<file path="config.mk">
export PLATFORM = sky130hd
export DESIGN_NAME = midori64_iter_core
export DESIGN_NICKNAME = d
export VERILOG_FILES = /design/src/rtl/midori64_iter_core.sv
export SDC_FILE = /design/constraint.sdc
export NUM_CORES = 1
export LEC_CHECK = 0
export ABC_AREA = 1
export BUFFER_PORTS_ARGS = -buffer_cell sky130_fd_sc_hd__buf_4
export CORE_MARGIN = 2
export CORE_UTILIZATION = 31
export CTS_BUF_LIST = sky130_fd_sc_hd__clkbuf_2 sky130_fd_sc_hd__clkbuf_4 sky130_fd_sc_hd__clkbuf_8
export CTS_CLUSTER_DIAMETER = 60
export DETAILED_ROUTE_END_ITERATION = 10
export HOLD_SLACK_MARGIN = 0.12
export PLACE_DENSITY = 0.51
export SYNTH_ARGS = -nofsm -noshare
export SYNTH_HDL_FRONTEND = slang
export SYNTH_SLANG_ARGS = --single-unit
export TNS_END_PERCENT = 1
</file>
<file path="constraint.sdc">
create_clock -name clk -period 3.8 [get_ports clk]
set_input_delay 0.19 -clock clk [delete_from_list [all_inputs] [get_ports clk]]
set_output_delay 0.19 -clock clk [all_outputs]
set_load 0.03 [all_outputs]
</file>
<file path="src/rtl/midori64_iter_core.sv">
// Iterative Midori64 encrypt/decrypt core with valid/ready handshakes on both sides.
// ROUNDS_PER_CYCLE combinational rounds are chained per clock; round keys are derived on the fly.

module midori64_iter_core #(
   parameter int ROUNDS_PER_CYCLE = 1,
   parameter int NUM_ROUNDS       = 15
) (
   input  logic         clk,
   input  logic         rst_n,
   input  logic         in_valid,
   output logic         in_ready,
   input  logic         enc,
   input  logic [127:0] key,
   input  logic [63:0]  indata,
   output logic         out_valid,
   input  logic         out_ready,
   output logic [63:0]  outdata,
   output logic         busy
);

   localparam logic [1:0] S_IDLE = 2'd0;
   localparam logic [1:0] S_RUN  = 2'd1;
   localparam logic [1:0] S_DONE = 2'd2;
   localparam logic [4:0] RPC    = 5'(ROUNDS_PER_CYCLE);
   localparam logic [4:0] LAST   = 5'(NUM_ROUNDS);

   if (!(ROUNDS_PER_CYCLE == 1 || ROUNDS_PER_CYCLE == 3 || ROUNDS_PER_CYCLE == 5 ||
         ROUNDS_PER_CYCLE == 15) || NUM_ROUNDS != 15) begin : g_bad_param
      $error("midori64_iter_core: ROUNDS_PER_CYCLE must be 1, 3, 5 or 15 and NUM_ROUNDS 15");
   end

   // Sb0 is an involution, so the same S-box serves encryption and decryption.
   function automatic logic [3:0] sb0(input logic [3:0] x);
      logic [3:0] y;
      case (x)
         4'h0: y = 4'hC;  4'h1: y = 4'hA;  4'h2: y = 4'hD;  4'h3: y = 4'h3;
         4'h4: y = 4'hE;  4'h5: y = 4'hB;  4'h6: y = 4'hF;  4'h7: y = 4'h7;
         4'h8: y = 4'h8;  4'h9: y = 4'h9;  4'hA: y = 4'h1;  4'hB: y = 4'h5;
         4'hC: y = 4'h0;  4'hD: y = 4'h2;  4'hE: y = 4'h4;  default: y = 4'h6;
      endcase
      return y;
   endfunction

   function automatic logic [63:0] sub_cells(input logic [63:0] s);
      logic [63:0] r;
      for (int i = 0; i < 16; i++) r[4*i +: 4] = sb0(s[4*i +: 4]);
      return r;
   endfunction

   // Cell c occupies bits [63-4c -: 4]; output cell i takes input cell perm[i].
   function automatic logic [63:0] shuffle_cells(input logic [63:0] s);
      return {s[63:60], s[23:20], s[43:40], s[3:0],   s[7:4],   s[47:44], s[19:16], s[59:56],
              s[27:24], s[51:48], s[15:12], s[39:36], s[35:32], s[11:8],  s[55:52], s[31:28]};
   endfunction

   function automatic logic [63:0] inv_shuffle_cells(input logic [63:0] s);
      return {s[63:60], s[35:32], s[7:4],   s[27:24], s[43:40], s[55:52], s[19:16], s[15:12],
              s[3:0],   s[31:28], s[59:56], s[39:36], s[23:20], s[11:8],  s[47:44], s[51:48]};
   endfunction

   // Each output cell is the XOR of the other three cells of its column.
   function automatic logic [63:0] mix_columns(input logic [63:0] s);
      logic [63:0] r;
      logic [15:0] col;
      logic [3:0]  t;
      for (int c = 0; c < 4; c++) begin
         col = s[63-16*c -: 16];
         t   = col[15:12] ^ col[11:8] ^ col[7:4] ^ col[3:0];
         r[63-16*c -: 16] = {4{t}} ^ col;
      end
      return r;
   endfunction

   // Bit 15 of each constant belongs to cell 0.
   function automatic logic [15:0] beta(input logic [3:0] idx);
      logic [15:0] b;
      case (idx)
         4'd0:  b = 16'h15B3;  4'd1:  b = 16'h78C0;  4'd2:  b = 16'hA435;  4'd3:  b = 16'h6213;
         4'd4:  b = 16'h104F;  4'd5:  b = 16'hD170;  4'd6:  b = 16'h0266;  4'd7:  b = 16'h0BCC;
         4'd8:  b = 16'h9481;  4'd9:  b = 16'h40B8;  4'd10: b = 16'h7197;  4'd11: b = 16'h228E;
         4'd12: b = 16'h5130;  4'd13: b = 16'hF8CA;  4'd14: b = 16'hDF90;  default: b = 16'h0000;
      endcase
      return b;
   endfunction

   function automatic logic [63:0] round_key(input logic [127:0] k, input logic [3:0] idx);
      logic [15:0] b;
      logic [63:0] rk;
      b  = beta(idx);
      rk = idx[0] ? k[63:0] : k[127:64];
      for (int j = 0; j < 16; j++) rk[4*j] = rk[4*j] ^ b[j];
      return rk;
   endfunction

   function automatic logic [63:0] midori_round(input logic is_enc, input logic [63:0] s,
                                                input logic [63:0] rk);
      logic [63:0] sb;
      sb = sub_cells(s);
      return (is_enc ? mix_columns(shuffle_cells(sb)) : inv_shuffle_cells(mix_columns(sb))) ^ rk;
   endfunction

   logic [1:0]   r_fsm;
   logic         r_enc;
   logic [127:0] r_key;
   logic [63:0]  r_data;
   logic [3:0]   r_cnt;
   logic [63:0]  r_out;
   logic         r_out_valid;

   logic [63:0]  w_wk;
   logic [63:0]  w_in_wk;
   logic [4:0]   w_cnt_next;
   logic [63:0]  w_chain [0:ROUNDS_PER_CYCLE];

   assign w_wk       = r_key[127:64] ^ r_key[63:0];
   assign w_in_wk    = key[127:64] ^ key[63:0];
   assign w_cnt_next = {1'b0, r_cnt} + RPC;
   assign w_chain[0] = r_data;

   // Decryption runs the rounds in reverse and needs the round key pulled back through L^-1.
   for (genvar g = 0; g < ROUNDS_PER_CYCLE; g++) begin : g_round
      logic [3:0]  w_idx;
      logic [63:0] w_rk;
      assign w_idx = r_cnt + 4'(g);
      assign w_rk  = r_enc ? round_key(r_key, w_idx)
                           : inv_shuffle_cells(mix_columns(round_key(r_key, 4'd14 - w_idx)));
      assign w_chain[g+1] = midori_round(r_enc, w_chain[g], w_rk);
   end

   // NOTE: registers update with non-blocking assignments so every branch sees pre-edge values.
   always_ff @(posedge clk or negedge rst_n) begin
      if (!rst_n) begin
         r_fsm       <= S_IDLE;
         r_enc       <= 1'b0;
         r_key       <= '0;
         r_data      <= '0;
         r_cnt       <= '0;
         r_out       <= '0;
         r_out_valid <= 1'b0;
      end else begin
         case (r_fsm)
            S_IDLE: begin
               if (in_valid) begin
                  r_enc  <= enc;
                  r_key  <= key;
                  r_data <= indata ^ w_in_wk;
                  r_cnt  <= '0;
                  r_fsm  <= S_RUN;
               end
            end
            S_RUN: begin
               if (w_cnt_next == LAST) begin
                  r_out       <= sub_cells(w_chain[ROUNDS_PER_CYCLE]) ^ w_wk;
                  r_out_valid <= 1'b1;
                  r_fsm       <= S_DONE;
               end else begin
                  r_data <= w_chain[ROUNDS_PER_CYCLE];
                  r_cnt  <= w_cnt_next[3:0];
               end
            end
            S_DONE: begin
               if (out_ready) begin
                  r_out_valid <= 1'b0;
                  r_fsm       <= S_IDLE;
               end
            end
            default: r_fsm <= S_IDLE;
         endcase
      end
   end

   assign in_ready  = (r_fsm == S_IDLE);
   assign busy      = (r_fsm != S_IDLE);
   assign out_valid = r_out_valid;
   assign outdata   = r_out;

endmodule

</file>
==> results_dict.tcl, run 1 <==
set metrics [dict create \
    grt_use_met1_pct 32.48 \
    synth_area_leaders "dfrtp_1, nand2_1, nand3_1, xnor2_1, xor2_1" \
    htree_levels 2 \
    cts_buffers 54 \
    max_slew_margin_pct 43.15 \
    layout.nets 4074 \
    overflow 0 \
    finClkSkew_ps 27.12 \
    fmax_mhz 286.3 \
    grtUsageMet3_pct 3.080 \
    layout_common_cells "nand2_1, buf_4, nand3_1, inv_1, dfrtp_1" \
    grt_max_degree 122 \
    clkTransAtPathRegs_ps 60 \
    rsz0062_at_grt "false" \
    crit_fanout 9 \
    cts_root_buffer "clkbuf_8" \
    slew_violations 0 \
    cts_tree "yes" \
    synthesis.area_mm2 0.02288 \
    endpoint_kind "flip-flop" \
    drc_errors 0 \
    drt_pass1_iterations 8 \
    ant_nets 0 \
    finalHoldViolCount 0 \
    final_core_util_pct 40.80 \
    crit_arrival_ps 4020 \
    instances_no_fill 4868 \
    grt_pass1_wl_mm 134.2 \
    via_per_inst 4.832 \
    fin_tns_setup_ps 0 \
    postSynthAreaPerCell_um2 6.830 \
    final_common_cell "nand2_1" \
    vias 23520 \
    clk_path_buf_depth 3 \
    r2r_slack_ps 310 \
    fin_area_mm2 0.02976 \
    cts_sinks 264 \
    grt_util_all_layers_pct 23.16 \
    num_rows 99 \
    grt_busiest_layer "met2" \
    synth_top_area_share_pct 28.87 \
    post-dp-hpwl_mm 70.18 \
    die_x_um 275.7 \
    critical_path_class "flip-flop to flip-flop" \
    antenna_found_initial 3 \
    die_h_um 275.7 \
    status "complete, no violations" \
    start_util_pct 31.36 \
    areaGrowthSynthToFinish_pct 30.09 \
    dp.cells 4580 \
    placed_area_mm2 0.02657 \
    ioPinCount 264 \
    post_cts_buffers 0 \
    die_area_mm2 0.07599 \
    drive_above_1_share_pct 17.45 \
    met2_usage_pct 37.67 \
    wl_per_cell_um 18.23 \
    synth-seq-area-share_pct 28.87 \
    core_mm2 0.07296 \
    tightest_slew_ps 847.1 \
    timing.max_cap.violations 0 \
    initialDrtViolationCount 1842 \
    final-setup-viol-count 0 \
    synth_cells 3350 \
    crit_required_ps 4330 \
    ys_warn_count 0 \
    insertion_delay_ps 650 \
    finalCriticalPeriod_ps 3493 \
    port_buffers 263 \
    critPathLaunchType "flip-flop" \
    drt_wl_total_mm 88.73 \
    grt_pass1_vias 22180 \
    hp-class "primary input to async pin" \
    synth_seq_cells 264 \
    syn_nets 3555 \
    synth_area_leader_cell "dfrtp_1" \
    synth_cell_types 51 \
    finalWeightedCongestion 0.9637 \
    period_share_pct 91.93 \
]
[routing by layer]
layer  share of wire (%)  vias to the layer above
li1                    -                    11850
met1                  47                    10930
met2                  46                      649
met3                 5.5                       95
met4                 2.1                        0
met5                   0                        -
[state kept, by name, indices dropped and copies added, names as in the netlist]
signal,cells
out_valid,1
outdata,64
r_cnt,4
r_data,64
r_enc,1
r_fsm,2
r_key,128
[synthesized netlist by cell type, drive strengths merged]
master / n
inv: 289
ha: 8
xnor3: 3
a21o: 9
nand3: 361
clkinv: 4
buf: 32
nand3b: 38
o21a: 5
dfrtp: 264
o22ai: 12
xnor2: 189
o221ai: 15
clkbuf: 78
nor3: 2
nor2: 113
a22oi: 4
nand2b: 1
nand2: 1180
or2: 50
o31ai: 1
a21oi: 96
nand4: 8
and2: 1
o21bai: 1
o21ai: 274
a21boi: 1
a31oi: 12
o211ai: 7
xor2: 186
mux2i: 9
mux2: 97
[timing repair]
| action | in CTS | in global routing |
|---|---|---|
| setup endpoints to repair | 0 | 2 |
| hold buffers | 192 | 0 |
| resized for setup | 0 | 2 |
| hold endpoints to repair | 351 | 0 |
[cells by family after synthesis]
group                    after synthesis  synth area share, %
AO/OA/AOI/OAI                        437                10.84
XOR/XNOR                             378                15.31
adder cells (fa/ha/maj)                8               0.4375
buffers and inverters                403                7.169
flip-flops                           264                28.87
multiplexers                         106                5.184
AND/OR/NAND/NOR                     1754                32.18
[worst max-delay path, stage by stage (launching register included)]
cell and delay, ps:
dfrtp_4 550, ha_1 310, inv_2 100, nand2_2 100
nand2_2 170, nand2_1 110, nand2_1 100, nand2_1 60
nand2_1 60, nand2_1 110, inv_2 90, nand2_1 70
nand2_1 60, nand2_1 40, nand3b_1 150, nand2_1 120
nand2_1 70, nand3_1 290, nand3_1 270, nand2_1 120
nand2_1 90, nand3_1 100, nand2_1 70, nand2_1 50
nand3_1 60, nand2_1 60
[area by class of cell]
class,instances,area [um2]
Fill cell,7568,43190
Antenna cell,1,2.502
Tap cell,959,1200
Timing Repair Buffer,573,4915
Clock inverter,12,222.7
Sequential cell,264,6614
Inverter,293,1107
Clock buffer,83,1036
Multi-Input combinational cell,2683,14670
[stage by stage]
stage                     hold WS, ps  worst slack, ps
after global placement          266.8            383.9
after floorplan                -105.6            750.5
after detailed placement        263.1            372.4
final                           175.5            306.7
after global routing            207.4            7.436
after CTS                       144.4            368.0
[path summary, 6_finish.rpt]
check,startpoint,cells after the start,to
setup / recovery,r_cnt[0]$_DFFE_PN0P_,25,outdata[50]$_DFFE_PN0P_
hold / removal,rst_n,2,outdata[32]$_DFFE_PN0P_
setup reg to reg,r_cnt[0]$_DFFE_PN0P_,25,outdata[50]$_DFFE_PN0P_
hold reg to reg,outdata[35]$_DFFE_PN0P_,2,outdata[35]$_DFFE_PN0P_
max in group asynchronous,rst_n,3,outdata[10]$_DFFE_PN0P_
min in group clk,indata[10],6,r_data[10]$_DFFE_PN0P_
Power of run 1 is left out: the tool's default activity adds up to more than one toggle a clock period on the data nets, which glitch-free logic cannot reach.
==> run 2: changes to the inputs <==
--- a/config.mk
+++ b/config.mk
@@ -14,6 +14,7 @@
 export DETAILED_ROUTE_END_ITERATION = 10
 export HOLD_SLACK_MARGIN = 0.12
 export PLACE_DENSITY = 0.51
+export SKIP_CTS_REPAIR_TIMING = 1
 export SYNTH_ARGS = -nofsm -noshare
 export SYNTH_HDL_FRONTEND = slang
 export SYNTH_SLANG_ARGS = --single-unit
==> constraint.sdc (replaced) <==
create_clock -name clk -period 3.6 [get_ports clk]
set_input_delay 0.18 -clock clk [delete_from_list [all_inputs] [get_ports clk]]
set_output_delay 0.18 -clock clk [all_outputs]
set_load 0.03 [all_outputs]
==> run 2 against run 1 <==
Effect of this change: maximum frequency up 2.8%; via count fell by 0.42%; register-to-register slack lost 100 ps.
==> results_dict.tcl, run 2 (synthesis results as in run 1) <==
set metrics [dict create \
    status "complete, no violations" \
    crit_fanout 55 \
    overflow 0 \
    antenna_found_initial 1 \
    htree_levels 2 \
    period_share_pct 94.39 \
    clk_path_buf_depth 3 \
    hp-class "primary input to flip-flop" \
    final_common_cell "nand2_1" \
    port_buffers 263 \
    timing.max_cap.violations 0 \
    post-dp-hpwl_mm 69.01 \
    num_rows 99 \
    die_area_mm2 0.07599 \
    seq_area_mm2 0.006614 \
    grt_util_all_layers_pct 22.20 \
    drt_pass1_iterations 6 \
    tightest_slew_ps 933.8 \
    layout_common_cells "nand2_1, buf_4, nand3_1, inv_1, dfrtp_1" \
    finalCriticalPeriod_ps 3398 \
    cts_sinks 264 \
    cts_root_buffer "clkbuf_8" \
    vias 23420 \
    fmax_mhz 294.3 \
    cts_buffers 51 \
    die_x_um 275.7 \
    finClkSkew_ps 39.94 \
    ant_nets 0 \
    final-setup-viol-count 0 \
    insertion_delay_ps 650 \
    instances_no_fill 4845 \
    grt_pass1_vias 20940 \
    largest-register "r_key" \
    areaGrowthSynthToFinish_pct 28.79 \
    grt_max_degree 122 \
    multi_input_area_mm2 0.01469 \
    layout.nets 4054 \
    fillCellCount 7611 \
    ioPinCount 264 \
    initialDrtViolationCount 1721 \
    crit_required_ps 4130 \
    largest_reg_flops 128 \
    rsz0062_at_grt "true" \
    max_slew_margin_pct 37.33 \
    clkTransAtPathRegs_ps 70 \
    slew_violations 0 \
    drive_above_1_share_pct 17.45 \
    critPathLaunchType "flip-flop" \
    critical_path_class "flip-flop to flip-flop" \
    drt_wl_total_mm 87.22 \
    wl_per_cell_um 18.00 \
    die_h_um 275.7 \
    via_per_inst 4.834 \
    cts_tree "yes" \
    endpoint_kind "flip-flop" \
    start_util_pct 31.36 \
    crit_arrival_ps 3930 \
    drc_errors 0 \
    finalWeightedCongestion 0.9483 \
    core_mm2 0.07296 \
    dp.cells 4578 \
    grt_pass1_wl_mm 127.6 \
    finalHoldViolCount 0 \
]
run 2: final timing paths:
path	start	endpoint	slack [ps]	cells after the start
max	r_cnt[0]$_DFFE_PN0P_	outdata[10]$_DFFE_PN0P_	200	17
max reg2reg	r_cnt[0]$_DFFE_PN0P_	outdata[10]$_DFFE_PN0P_	200	17
min reg2reg	outdata[51]$_DFFE_PN0P_	outdata[51]$_DFFE_PN0P_	480	2
max in group asynchronous	rst_n	r_data[18]$_DFFE_PN0P_	2440	3
min in group asynchronous	rst_n	outdata[36]$_DFFE_PN0P_	150	2
min	indata[9]	r_data[9]$_DFFE_PN0P_	8	5
run 2: layer usage:
layer	vias to the layer above	routed length (um)	global-route usage, %
li1	11800	-	-
met1	10870	40310	31.00
met2	640	38670	34.61
met3	111	5411	3.802
met4	0	2837	7.354
met5	-	0	0.06266
run 2: stage by stage:
step	setup slack (ps)	hold WS (ps)	utilization [%]	setup TNS (ps)	cell area [um2]
after floorplan	550.5	-115.6	-	0	22880
after CTS	245.1	-441.5	37.92	0	27660
final	202.1	7.626	40.39	0	29470
after global routing	-48.89	122.4	40.39	-108.3	29470
after global placement	278.4	248.7	36.45	0	26590
after detailed placement	239.3	256.5	36.45	0	26590
run 2: area by class of cell:
class	count	share of cell area [%]
Inverter	293	3.758
Timing Repair Buffer	556	16.25
Clock buffer	80	3.418
Sequential cell	264	22.45
Multi-Input combinational cell	2683	49.84
Antenna cell	1	0.008493
Clock inverter	9	0.2081
Tap cell	959	4.072
run 2: worst max-delay path, stage by stage, from the launching register on:
cell and delay, ps:
dfrtp_4 540, buf_12 190, o21ai_1 610, xnor2_2 200, xor2_1 270, inv_1 70, nand2_1 80, nand3_1 120
xor2_1 190, nand2_1 70, nand2_1 300, inv_1 100, nand2_1 90, nand2_1 70, nand2_1 80, nand2_1 50
nand3_1 110, nand2_1 70
Power of run 2 is left out for the same reason.
